--- src/rtl/multi_cycle_dist_cmp_pkg.sv ---
// Shared definitions for the multi-cycle point-in-circle comparator:
// FSM state encoding and the distance-squared width helper.
package multi_cycle_dist_cmp_pkg;

  localparam int STATE_W = 3;

  typedef enum logic [STATE_W-1:0] {
    ST_IDLE   = 3'd0,
    ST_SQX    = 3'd1,
    ST_ADDSQY = 3'd2,
    ST_CMP    = 3'd3,
    ST_HOLD   = 3'd4
  } state_e;

  // Two full-scale squares summed need one bit beyond 2*coord_w.
  function automatic int dist_w(input int coord_w);
    return 2 * coord_w + 1;
  endfunction

endpackage

--- src/rtl/multi_cycle_dist_cmp_signed_diff_sq.sv ---
// Combinational (a-b)^2 for unsigned inputs; the difference is formed as a
// signed COORD_W+1 value and squared via its magnitude.
module signed_diff_sq #(
  parameter int COORD_W = 10
) (
  input  logic [COORD_W-1:0]   a,
  input  logic [COORD_W-1:0]   b,
  output logic [2*COORD_W-1:0] sq
);

  logic signed [COORD_W:0] diff;
  logic        [COORD_W-1:0] mag;

  always_comb begin
    diff = $signed({1'b0, a}) - $signed({1'b0, b});
    // |a-b| never exceeds 2^COORD_W-1, so the magnitude fits COORD_W bits.
    mag  = diff[COORD_W] ? COORD_W'(-diff) : COORD_W'(diff);
    sq   = (2*COORD_W)'(mag) * (2*COORD_W)'(mag);
  end

endmodule

--- src/rtl/multi_cycle_dist_cmp.sv ---
// Multi-cycle point-in-circle test: one shared squarer computes (x-cx)^2 +
// (y-cy)^2 over SQX/ADDSQY, compares against r_sq and keeps a saturating hit count.
module multi_cycle_dist_cmp
  import multi_cycle_dist_cmp_pkg::*;
#(
  parameter int COORD_W   = 10,
  parameter int DIST_W    = dist_w(COORD_W),
  parameter int INCLUSIVE = 0,
  parameter int CNT_W     = 16
) (
  input  logic               clk,
  input  logic               reset,
  // Handshakes: a transfer happens on a rising edge where valid && ready.
  // in_ready is high only in IDLE; out_valid holds with stable data until out_ready.
  input  logic               in_valid,
  output logic               in_ready,
  input  logic [COORD_W-1:0] x,
  input  logic [COORD_W-1:0] y,
  input  logic [COORD_W-1:0] cx,
  input  logic [COORD_W-1:0] cy,
  input  logic [DIST_W-1:0]  r_sq,
  output logic               out_valid,
  input  logic               out_ready,
  output logic               in_circle,
  output logic [DIST_W-1:0]  dist_sq,
  output logic [CNT_W-1:0]   hit_cnt,
  input  logic               cnt_clr,
  output logic [STATE_W-1:0] state_dbg
);

  state_e              state_q, state_d;
  logic [COORD_W-1:0]  x_q, x_d, y_q, y_d, cx_q, cx_d, cy_q, cy_d;
  logic [DIST_W-1:0]   r_sq_q, r_sq_d;
  logic [DIST_W-1:0]   acc_q, acc_d;
  logic [DIST_W-1:0]   dist_sq_q, dist_sq_d;
  logic                in_circle_q, in_circle_d;
  logic                out_valid_q, out_valid_d;
  logic [CNT_W-1:0]    hit_cnt_q, hit_cnt_d;

  logic [COORD_W-1:0]   sq_a, sq_b;
  logic [2*COORD_W-1:0] sq;
  logic                 cmp_hit;
  logic                 deliver;

  // The single squarer sees x/cx in SQX and y/cy in ADDSQY.
  always_comb begin
    sq_a = (state_q == ST_ADDSQY) ? y_q  : x_q;
    sq_b = (state_q == ST_ADDSQY) ? cy_q : cx_q;
  end

  signed_diff_sq #(
    .COORD_W (COORD_W)
  ) u_sq (
    .a  (sq_a),
    .b  (sq_b),
    .sq (sq)
  );

  always_comb begin
    cmp_hit = (INCLUSIVE != 0) ? (acc_q <= r_sq_q) : (acc_q < r_sq_q);
    deliver = out_valid_q && out_ready;
  end

  always_comb begin
    state_d     = state_q;
    x_d         = x_q;
    y_d         = y_q;
    cx_d        = cx_q;
    cy_d        = cy_q;
    r_sq_d      = r_sq_q;
    acc_d       = acc_q;
    dist_sq_d   = dist_sq_q;
    in_circle_d = in_circle_q;
    out_valid_d = out_valid_q;
    case (state_q)
      ST_IDLE: begin
        if (in_valid) begin
          x_d     = x;
          y_d     = y;
          cx_d    = cx;
          cy_d    = cy;
          r_sq_d  = r_sq;
          state_d = ST_SQX;
        end
      end
      ST_SQX: begin
        acc_d   = DIST_W'(sq);
        state_d = ST_ADDSQY;
      end
      ST_ADDSQY: begin
        acc_d   = acc_q + DIST_W'(sq);
        state_d = ST_CMP;
      end
      ST_CMP: begin
        dist_sq_d   = acc_q;
        in_circle_d = cmp_hit;
        out_valid_d = 1'b1;
        state_d     = ST_HOLD;
      end
      ST_HOLD: begin
        if (out_ready) begin
          out_valid_d = 1'b0;
          state_d     = ST_IDLE;
        end
      end
      default: begin
        out_valid_d = 1'b0;
        state_d     = ST_IDLE;
      end
    endcase
  end

  // Clear has priority over a hit delivered on the same edge.
  always_comb begin
    hit_cnt_d = hit_cnt_q;
    if (cnt_clr) begin
      hit_cnt_d = '0;
    end else if (deliver && in_circle_q && (hit_cnt_q != {CNT_W{1'b1}})) begin
      hit_cnt_d = hit_cnt_q + CNT_W'(1);
    end
  end

  always_ff @(posedge clk or negedge reset) begin
    if (!reset) begin
      state_q     <= ST_IDLE;
      x_q         <= '0;
      y_q         <= '0;
      cx_q        <= '0;
      cy_q        <= '0;
      r_sq_q      <= '0;
      acc_q       <= '0;
      dist_sq_q   <= '0;
      in_circle_q <= 1'b0;
      out_valid_q <= 1'b0;
      hit_cnt_q   <= '0;
    end else begin
      state_q     <= state_d;
      x_q         <= x_d;
      y_q         <= y_d;
      cx_q        <= cx_d;
      cy_q        <= cy_d;
      r_sq_q      <= r_sq_d;
      acc_q       <= acc_d;
      dist_sq_q   <= dist_sq_d;
      in_circle_q <= in_circle_d;
      out_valid_q <= out_valid_d;
      hit_cnt_q   <= hit_cnt_d;
    end
  end

  always_comb begin
    in_ready  = (state_q == ST_IDLE);
    out_valid = out_valid_q;
    in_circle = in_circle_q;
    dist_sq   = dist_sq_q;
    hit_cnt   = hit_cnt_q;
    state_dbg = state_q;
  end

endmodule
--- config.mk ---
export PLATFORM = sky130hd
export DESIGN_NAME = multi_cycle_dist_cmp
export DESIGN_NICKNAME = d
export VERILOG_FILES = /design/src/rtl/multi_cycle_dist_cmp_pkg.sv /design/src/rtl/multi_cycle_dist_cmp_signed_diff_sq.sv /design/src/rtl/multi_cycle_dist_cmp.sv
export SDC_FILE = /design/constraint.sdc
export NUM_CORES = 1
export LEC_CHECK = 0
export CAP_MARGIN = 20
export CORE_MARGIN = 2
export CORE_UTILIZATION = 50
export DETAILED_ROUTE_END_ITERATION = 10
export PLACE_DENSITY = 0.74
export SLEW_MARGIN = 20
export SYNTH_ARGS = -nofsm -noshare
export SYNTH_HDL_FRONTEND = slang
export SYNTH_HIERARCHICAL = 1
export SYNTH_SLANG_ARGS = --single-unit
--- constraint.sdc ---
create_clock -name clk -period 25.7 [get_ports clk]
set_input_delay 2.57 -clock clk [delete_from_list [all_inputs] [get_ports clk]]
set_output_delay 2.57 -clock clk [all_outputs]
set_load 0.03 [all_outputs]
# After elaboration in Yosys (flattened, before gate mapping)
# Index checks and enable logic that the tools add are counted.
# classes
reduce_logical,10
eq_ne,7
multipliers,1
order_cmp,1
n_mux,11
bitwise_logic,1
add_sub_neg,4
# op_table
op,n
one-hot mux 21 bit (2 select lines),1
2-to-1 mux 16 bit,2
2-to-1 mux 10 bit,3
adder 21 x 20 -> 21 bit,1
less-than comparator 21 bit,1
multiplier 10 x 10 -> 20 bit,1
"adder 16 x 1 -> 16 bit, second input constant",1
"!= test 16 bit, second input constant",1
one-hot mux 3 bit (5 select lines),1
subtractor 10 x 10 -> 11 bit,1
negator 10 bit,1
"== test 3 x 2 -> 1 bit, second input constant",2
2-to-1 mux 3 bit,2
AND reduction 2 bit,3
"!= test 2 bit, second input constant",2
nonzero test 2 bit,2
"== test 3 x 1 -> 1 bit, second input constant",1
"== test 3 bit, second input constant",1
logical AND 1 bit,3
zero test 3 bit,1
one-hot mux 1 bit (3 select lines),1
OR reduction 3 bit,1
2-to-1 mux 1 bit,1
NOT 1 bit,1
# word_totals
output_inout_bits,43
regBits,124
in_bits,66
word_cells,46

# Depth between registers and ports, before layout
# Gate-level depths: netlist (run 1).
# logic_depth
depth_word,8
mapped_depth,44
ltp_nobuf,41

# Hierarchy
# The synthesis (run 1) kept the hierarchy.
# modules_own_cells
module,area_per_inst_um2,n_inst,seq_area_each_um2,cells_per_inst
multi_cycle_dist_cmp,6651.4,1,3103.0,670
signed_diff_sq,3538.4,1,0.0,439

# Least setup slack after synthesis (run 1)
# Ideal clock, no wire load.
# synth_timing
path_type,register to register
start,register state_q[1] (netlist: state_dbg[1])
end,register acc_q[18]
setup_ns,0.137
arrival_ns,9.429
path_slack_ns,16.134
path_buffers,3
path_stages_with_launch,38
period_less_slack_ns,9.566
required_time_ns,25.563
cell_sequence,dfrtp_1 > buf_2 > or3b_2 > clkbuf_1 > clkbuf_1 > nand2_1 > nand2_1 > ha_1 > fa_1 > xor2_1 > nand3_1 > or3_1 > o41a_1 > xnor3_2 > nand2b_1 > fa_1 > fa_1 > inv_1 > [2 not listed] > inv_1 > fa_1 > inv_1 > ha_1 > a21oi_1 > nor2_1 > a21oi_1 > o31ai_1 > or4_1 > a31oi_1 > xnor2_1 > ha_1 > nand2_1 > a2111oi_0 > nor2_1 > a31oi_1 > xnor2_1 > a21oi_1
# synth_via
elab_chain_cells,8
elab_cells_between_ends,11
classes_between,3 x add/sub; 1 x mul; 2 x eq/ne; 4 x mux; 1 x reduce/logical
# synth_rtl
item,line_no,rtl
"start, declared",multi_cycle_dist_cmp.sv:31,"state_e state_q, state_d;"
"start signal, assigned",multi_cycle_dist_cmp.sv:137,state_q <= state_d;
== test 3 x 2 -> 1 bit *,multi_cycle_dist_cmp.sv:48,sq_b = (state_q == ST_ADDSQY) ? cy_q : cx_q;
2-to-1 mux 10 bit *,multi_cycle_dist_cmp.sv:48,
via sq_b[0],multi_cycle_dist_cmp.sv:40,"logic [COORD_W-1:0] sq_a, sq_b;"
subtractor 10 x 10 -> 11 bit *,multi_cycle_dist_cmp_signed_diff_sq.sv:15,"diff = $signed({1'b0, a}) - $signed({1'b0, b});"
negator 10 bit,multi_cycle_dist_cmp_signed_diff_sq.sv:17,mag = diff[COORD_W] ? COORD_W'(-diff) : COORD_W'(diff);
2-to-1 mux 10 bit *,multi_cycle_dist_cmp_signed_diff_sq.sv:17,
multiplier 10 x 10 -> 20 bit *,multi_cycle_dist_cmp_signed_diff_sq.sv:18,sq = (2*COORD_W)'(mag) * (2*COORD_W)'(mag);
via sq[16],multi_cycle_dist_cmp.sv:41,logic [2*COORD_W-1:0] sq;
adder 21 x 20 -> 21 bit *,multi_cycle_dist_cmp.sv:91,acc_d = acc_q + DIST_W'(sq);
one-hot mux 21 bit (2 select lines) *,multi_cycle_dist_cmp.sv:75,case (state_q)
"end signal, assigned",multi_cycle_dist_cmp.sv:131,acc_q <= '0;
"end signal, assigned",multi_cycle_dist_cmp.sv:143,acc_q <= acc_d;
"end, declared",multi_cycle_dist_cmp.sv:34,"logic [DIST_W-1:0] acc_q, acc_d;"
# Mark *: on every way through the listed nets, which the timed path passes. The rest lies on a longest branch.
# A chain may end at the register's enable or synchronous reset.

# Final worst setup path (run 1)
# layout_timing
start,register state_q[1] (netlist: state_dbg[1])
end,register acc_q[18]
# layout_via
elab_chain_cells,8
elab_cells_between_ends,11
classes_between,3 x add/sub; 1 x mul; 2 x eq/ne; 4 x mux; 1 x reduce/logical
# layout_rtl
item,line_no,rtl
== test 3 x 2 -> 1 bit *,multi_cycle_dist_cmp.sv:47,sq_a = (state_q == ST_ADDSQY) ? y_q : x_q;
2-to-1 mux 10 bit *,multi_cycle_dist_cmp.sv:47,
via sq_a[0],multi_cycle_dist_cmp.sv:40,
subtractor 10 x 10 -> 11 bit *,multi_cycle_dist_cmp_signed_diff_sq.sv:15,
negator 10 bit,multi_cycle_dist_cmp_signed_diff_sq.sv:17,
2-to-1 mux 10 bit *,multi_cycle_dist_cmp_signed_diff_sq.sv:17,
multiplier 10 x 10 -> 20 bit *,multi_cycle_dist_cmp_signed_diff_sq.sv:18,
via sq[16],multi_cycle_dist_cmp.sv:41,
adder 21 x 20 -> 21 bit *,multi_cycle_dist_cmp.sv:91,
one-hot mux 21 bit (2 select lines) *,multi_cycle_dist_cmp.sv:75,
# Marked as above.

==> results.txt, run 1 <==
post-route clock skew = 0.009418 ns
Synth Flop Type = dfrtp_1
Final Max Slew Viols = 0
Max-Slew Margin vs Limit = 0.2735
drt pass-1 iters = 5
Layout Cell Area excl Fill = 12110 µm²
YS warnings = 6
Nets = 1419
vias in the first global route = 8353
Residual DRC = 0
Startpoint Class = flip-flop
number of vias per cell = 5.444
asr flop ratio synth = 1.000
Critical Path Fanout Max = 49
Total Neg Setup Slack = 0 ns
Hold Path Class = flip-flop to flip-flop
Post-DP HPWL = 17.53 mm
setup violators final = 0
Die W = 146.8 µm
Seq. cell area = 3103 µm²
Routed wire per std cell = 15.44 µm
Initial Utilization = 0.5068
min Tclk post-route = 10.19 ns
CP Capture Type = flip-flop
Yosys top cell area share = 0.3045
Clk Latency, worst-skew pair = 0.42 ns
worst slew pin tran = 1.086 ns
core footprint = 20100 µm²
first-pass GRT wire length = 39.20 mm
Mapped Cells = 1109
Slowest cell on crit path = or3b_2
Die Height = 146.8 µm
via count of the routed design = 8101
Post CTS Setup Buffer Count = 0
Routed Antenna Nets = 0
Net Count, Synth = 1323
Post-synth EDFFs = 0
TritonCTS clock tree = done
period utilization = 0.3965
Top-Level Pins = 109
CTS max path bufs = 2
DR iter-0 viols = 389
cts repair resizes = 0
WP data arrival = 10.47 ns
largest net degree at the start of global routing = 79
Avg Inst Size Synth = 9.188 µm²
maximum capacitance violations = 0
die footprint = 21540 µm²
RePlAce Congestion = 0.8741
Top cell by count, worst path = inv_1
Routed WL = 22.97 mm
RSZ-0062 raised after global routing = false
Synth Register Bits = 124
Synth-to-Final Area Change = 18.84%
remaining global-route overflow = 0
initial antenna violation count = 0
register area share after synthesis = 0.3045
# diodes = 0
final core occ = 0.6023
Clock Sinks = 124
CP max stage delay = 0.86 ns
area of the multi-input gates = 6417 µm²
Worst-path clk slew = 0.06 ns
# port buffers = 108
Clock Tree Root = clkbuf_16
row cnt = 52
share of cells above drive strength 1 = 0.1092
Critical Path RT = 25.98 ns
maximum clock frequency = 98.13 MHz
Final Hold Viols = 0
final worst setup slack = 15.51 ns
hold_buf cts = 0
CTS Buf Count = 17
H-tree levels = 4
fill count = 1659
largest cells by area after synthesis = dfrtp_1 (30%), ha_1 (12%), fa_1 (9.6%)
Syn Std Cell Area = 10190 µm²
All-Layer GR Usage = 0.2228
CP Class = flip-flop to flip-flop
Synth cell types = 74
placed cell areas = 11500 µm²
Synth area leader = dfrtp_1
Setup WS pre-CTS = 15.61 ns
status = finished clean
[cells by family after synthesis]
kind of cell,after synthesis,synth area share
buffers and inverters,174,0.06631
other,1,0.0003680
XOR/XNOR,56,0.05145
flip-flops,124,0.3045
AND/OR/NAND/NOR,322,0.1472
multiplexers,67,0.07367
AO/OA/AOI/OAI,217,0.1386
adder cells (fa/ha/maj),148,0.2178
[stage by stage]
stage | hold WS (ns) | std cells
detailed placement | 0.4820 | 1456
finish | 0.4880 | 1488
global placement | 0.4702 | 1456
floorplan | 0.4707 | 1109
global route | 0.5141 | 1488
CTS | 0.4944 | 1488
[cells in the mapped netlist (6+ instances only)]
cell type / count
nor3_1: 16
a22oi_1: 11
nand4_1: 6
nand2b_1: 14
nand2_1: 146
or2_2: 10
fa_1: 49
a21oi_1: 51
dfrtp_1: 124
clkbuf_1: 25
ha_1: 99
xor2_1: 20
inv_1: 137
xnor2_1: 34
o21ai_0: 61
nand3_1: 13
nor2_1: 62
and3_1: 10
a21o_1: 26
a31oi_1: 13
mux2_2: 63
and2_1: 10
or3_1: 11
buf_2: 9
[per-layer routing]
layer,part of all wire,vias to the layer above,global-route usage
li1,-,3944,-
met5,0,-,0
met3,0.041,24,0.03602
met2,0.50,176,0.3901
met1,0.44,3957,0.2870
met4,0.015,0,0.06165
[sequential cells by signal (all words and copies together) (netlist names)]
register and count:
r_sq_q 21, in_circle 1, out_valid 1, acc_q 21, cy_q 10, state_dbg 3
hit_cnt 16, dist_sq 21, x_q 10, cx_q 10, y_q 10
[critical path, delay by kind of cell, from the launching register on]
kind | cells | cell delay (ns)
XOR/XNOR | 3 | 1.10
AND/OR/NAND/NOR | 9 | 2.36
adder cells (fa/ha/maj) | 9 | 3.41
flip-flops | 1 | 0.48
AO/OA/AOI/OAI | 10 | 2.36
buffers and inverters | 6 | 0.30
[path summary, 6_finish.rpt]
path / startpoint / endpoint / slack [ns] / depth (start not counted)
worst max register to register: state_dbg[1] / acc_q[18] / 15.51 / 37
worst min register to register: dist_sq[2] / dist_sq[2] / 0.49 / 2
max in group asynchronous: reset / acc_q[5] / 22.10 / 2
worst min-delay path: dist_sq[2] / dist_sq[2] / 0.49 / 2
worst max-delay path: state_dbg[1] / acc_q[18] / 15.51 / 37
min in group asynchronous: reset / cy_q[1] / 2.17 / 1
[cell type report]
| class | count | area share |
|---|---|---|
| multi-input combinational | 811 | 0.5300 |
| sequential | 124 | 0.2563 |
| timing repair buffer | 114 | 0.09279 |
| inverter | 137 | 0.04247 |
| clock buffer | 22 | 0.03916 |
| tap | 270 | 0.02790 |
| clock inverter | 10 | 0.01147 |
[cell usage in the layout (no fill, tap or decap), types with 3 or more instances in the layout]
cell type	netlist	final
nor2b_1	5	5
and3_1	10	10
bufinv_16	0	3
nand4_1	6	6
or2_2	10	10
o21ai_0	61	61
nand2b_1	14	14
o21ai_1	5	5
a211oi_1	5	5
clkdlybuf4s50_1	0	107
inv_1	137	137
nand2_1	146	146
a221oi_1	5	5
buf_4	1	7
mux2_2	63	63
or3_1	11	11
o31ai_1	5	5
xnor2_1	34	34
nor2_1	62	62
dfrtp_1	124	124
and2_1	10	9
clkbuf_8	0	3
clkinvlp_4	0	4
a21oi_1	51	51
a22oi_1	11	11
nor3_1	16	16
fa_1	49	49
o21a_1	5	5
a21o_1	26	26
o21bai_1	4	4
nor3b_1	4	3
xor2_1	20	20
ha_1	99	99
o2111ai_1	3	3
a31oi_1	13	13
clkbuf_16	0	17
mux2i_1	3	3
nand3_1	13	13
Power of run 1 is left out: the tool's default activity adds up to more than one toggle a clock period on the data nets, which glitch-free logic cannot reach.
==> inputs of run 2 (changes only) <==
clock period = 9.5 ns   (was 25.7 ns; I/O delays follow)
==> run 2 against run 1 <==
Compared with the run above:
- clock skew is 0.0044 ns higher
- fmax up 12%
- sequential share of layout area decreased by 0.83 points
- wire length increased by 6.0%
==> results.txt, run 2 (synthesis gave the netlist of run 1 again) <==
Critical Path RT = 9.80 ns
min Tclk post-route = 9.116 ns
WP data arrival = 9.41 ns
post-route clock skew = 0.01377 ns
Top Layer Used = met4
Top-Level Pins = 109
Clock Sinks = 124
WP depth = 38
Post-DP HPWL = 18.00 mm
Critical Path Fanout Max = 10
most common cell after layout, fill and taps aside = nand2_1
DR iter-0 viols = 472
All-Layer GR Usage = 0.2268
# diodes = 0
CTS Buf Count = 17
r2r startpoint = state_dbg[2]
worst slew pin tran = 1.078 ns
remaining global-route overflow = 0
final worst setup slack = 0.3843 ns
Worst-path clk slew = 0.06 ns
met3 wire length = 1.127 mm
met1 WL = 10.79 mm
hold_buf cts = 0
maximum capacitance violations = 0
crit path to = acc_q[19]
crit-path leading delay family = adder cells
via count of the routed design = 8307
# port buffers = 108
RePlAce Congestion = 0.9761
CP Buf/Inv Count = 8
largest net degree at the start of global routing = 82
placed cells = 1472
Hold Path Class = flip-flop to flip-flop
Nets = 1447
Routed wire per std cell = 16.05 µm
vias in the first global route = 8103
Final Max Slew Viols = 0
Clk Latency, worst-skew pair = 0.41 ns
Layout Cell Area excl Fill = 12520 µm²
H-tree levels = 4
Final Hold Viols = 0
CP startpoint = state_dbg[2]
CP Capture Type = flip-flop
WHS = 0.4882 ns
CTS max path bufs = 2
placed cell areas = 11640 µm²
worst r2r dst = acc_q[19]
Routed WL = 24.34 mm
initial antenna violation count = 0
share of cells above drive strength 1 = 0.1549
number of vias per cell = 5.480
Residual DRC = 0
CP Class = flip-flop to flip-flop
met2 WL = 12.11 mm
Routed Antenna Nets = 0
most frequent cells in the layout = nand2_1 (144), inv_1 (136), dfrtp_1 (123)
row cnt = 52
Clock Tree Root = clkbuf_16
Post-Layout Cell Count = 1516
core footprint = 20100 µm²
first-pass GRT wire length = 39.84 mm
reg-to-reg setup timing slack = 0.38 ns
die footprint = 21540 µm²
Setup WS pre-CTS = 0.04911 ns
CP max stage delay = 0.55 ns
Max-Slew Margin vs Limit = 0.2784
Die Height = 146.8 µm
Slowest cell on crit path = fa_1
Die W = 146.8 µm
drt pass-1 iters = 4
Top cell by count, worst path = fa_1
maximum clock frequency = 109.7 MHz
setup violators final = 0
Initial Utilization = 0.5068
Synth-to-Final Area Change = 22.86%
reg2reg path depth = 38
status = finished clean
period utilization = 0.9595
Startpoint Class = flip-flop
TritonCTS clock tree = done
[run 2: cell type report]
class / instances / area, µm²
Fill cell: 1639 / 7585
Multi-Input combinational cell: 811 / 6628
Sequential cell: 124 / 3104
Timing Repair Buffer: 142 / 1361
Inverter: 137 / 514.2
Clock buffer: 18 / 429.2
Tap cell: 270 / 337.8
Clock inverter: 14 / 145.1
[run 2: layer usage]
metal / global-route usage / vias to the layer above
met3: 0.03571 / 24
met4: 0.04515 / 0
met2: 0.3857 / 216
met5: 0 / -
li1: - / 4010
met1: 0.3099 / 4057
[run 2: through the flow]
step	TNS, ns	util
after floorplan	0	-
after global placement	0	0.5790
after detailed placement	0	0.5790
after CTS	0	0.6076
after global routing	-0.2906	0.6227
final	0	0.6227
[run 2: how the worst min path moves through the flow]
stage                from    endpoint  slack, ns  cells past startpoint
5_1_grt        dist_sq[2]  dist_sq[2]       0.50                      2
6_report       dist_sq[2]  dist_sq[2]       0.49                      2
3_3_place_gp   dist_sq[2]  dist_sq[2]       0.46                      2
4_1_cts        dist_sq[2]  dist_sq[2]       0.49                      2
2_1_floorplan   acc_q[20]   acc_q[20]       0.47                      1
3_5_place_dp   dist_sq[2]  dist_sq[2]       0.48                      2
[run 2: timing repair]
action,CTS,global route
buffers inserted,0,11
setup endpoints to repair,0,9
gates resized for setup,0,41
[run 2: tightest hold or removal path, stage by stage (launching register included)]
cell and delay (ns):
dfrtp_1 0.34, nand2_1 0.05, o21ai_0 0.06
Power of run 2 is left out for the same reason.
==> inputs of run 3 (changes only) <==
CAP_MARGIN = unset   (was 20)
SLEW_MARGIN = unset   (was 20)
==> results of run 3 <==
No change in the layout: final DEF, timing and power equal those of run 2.
Power of run 3 is left out for the same reason.
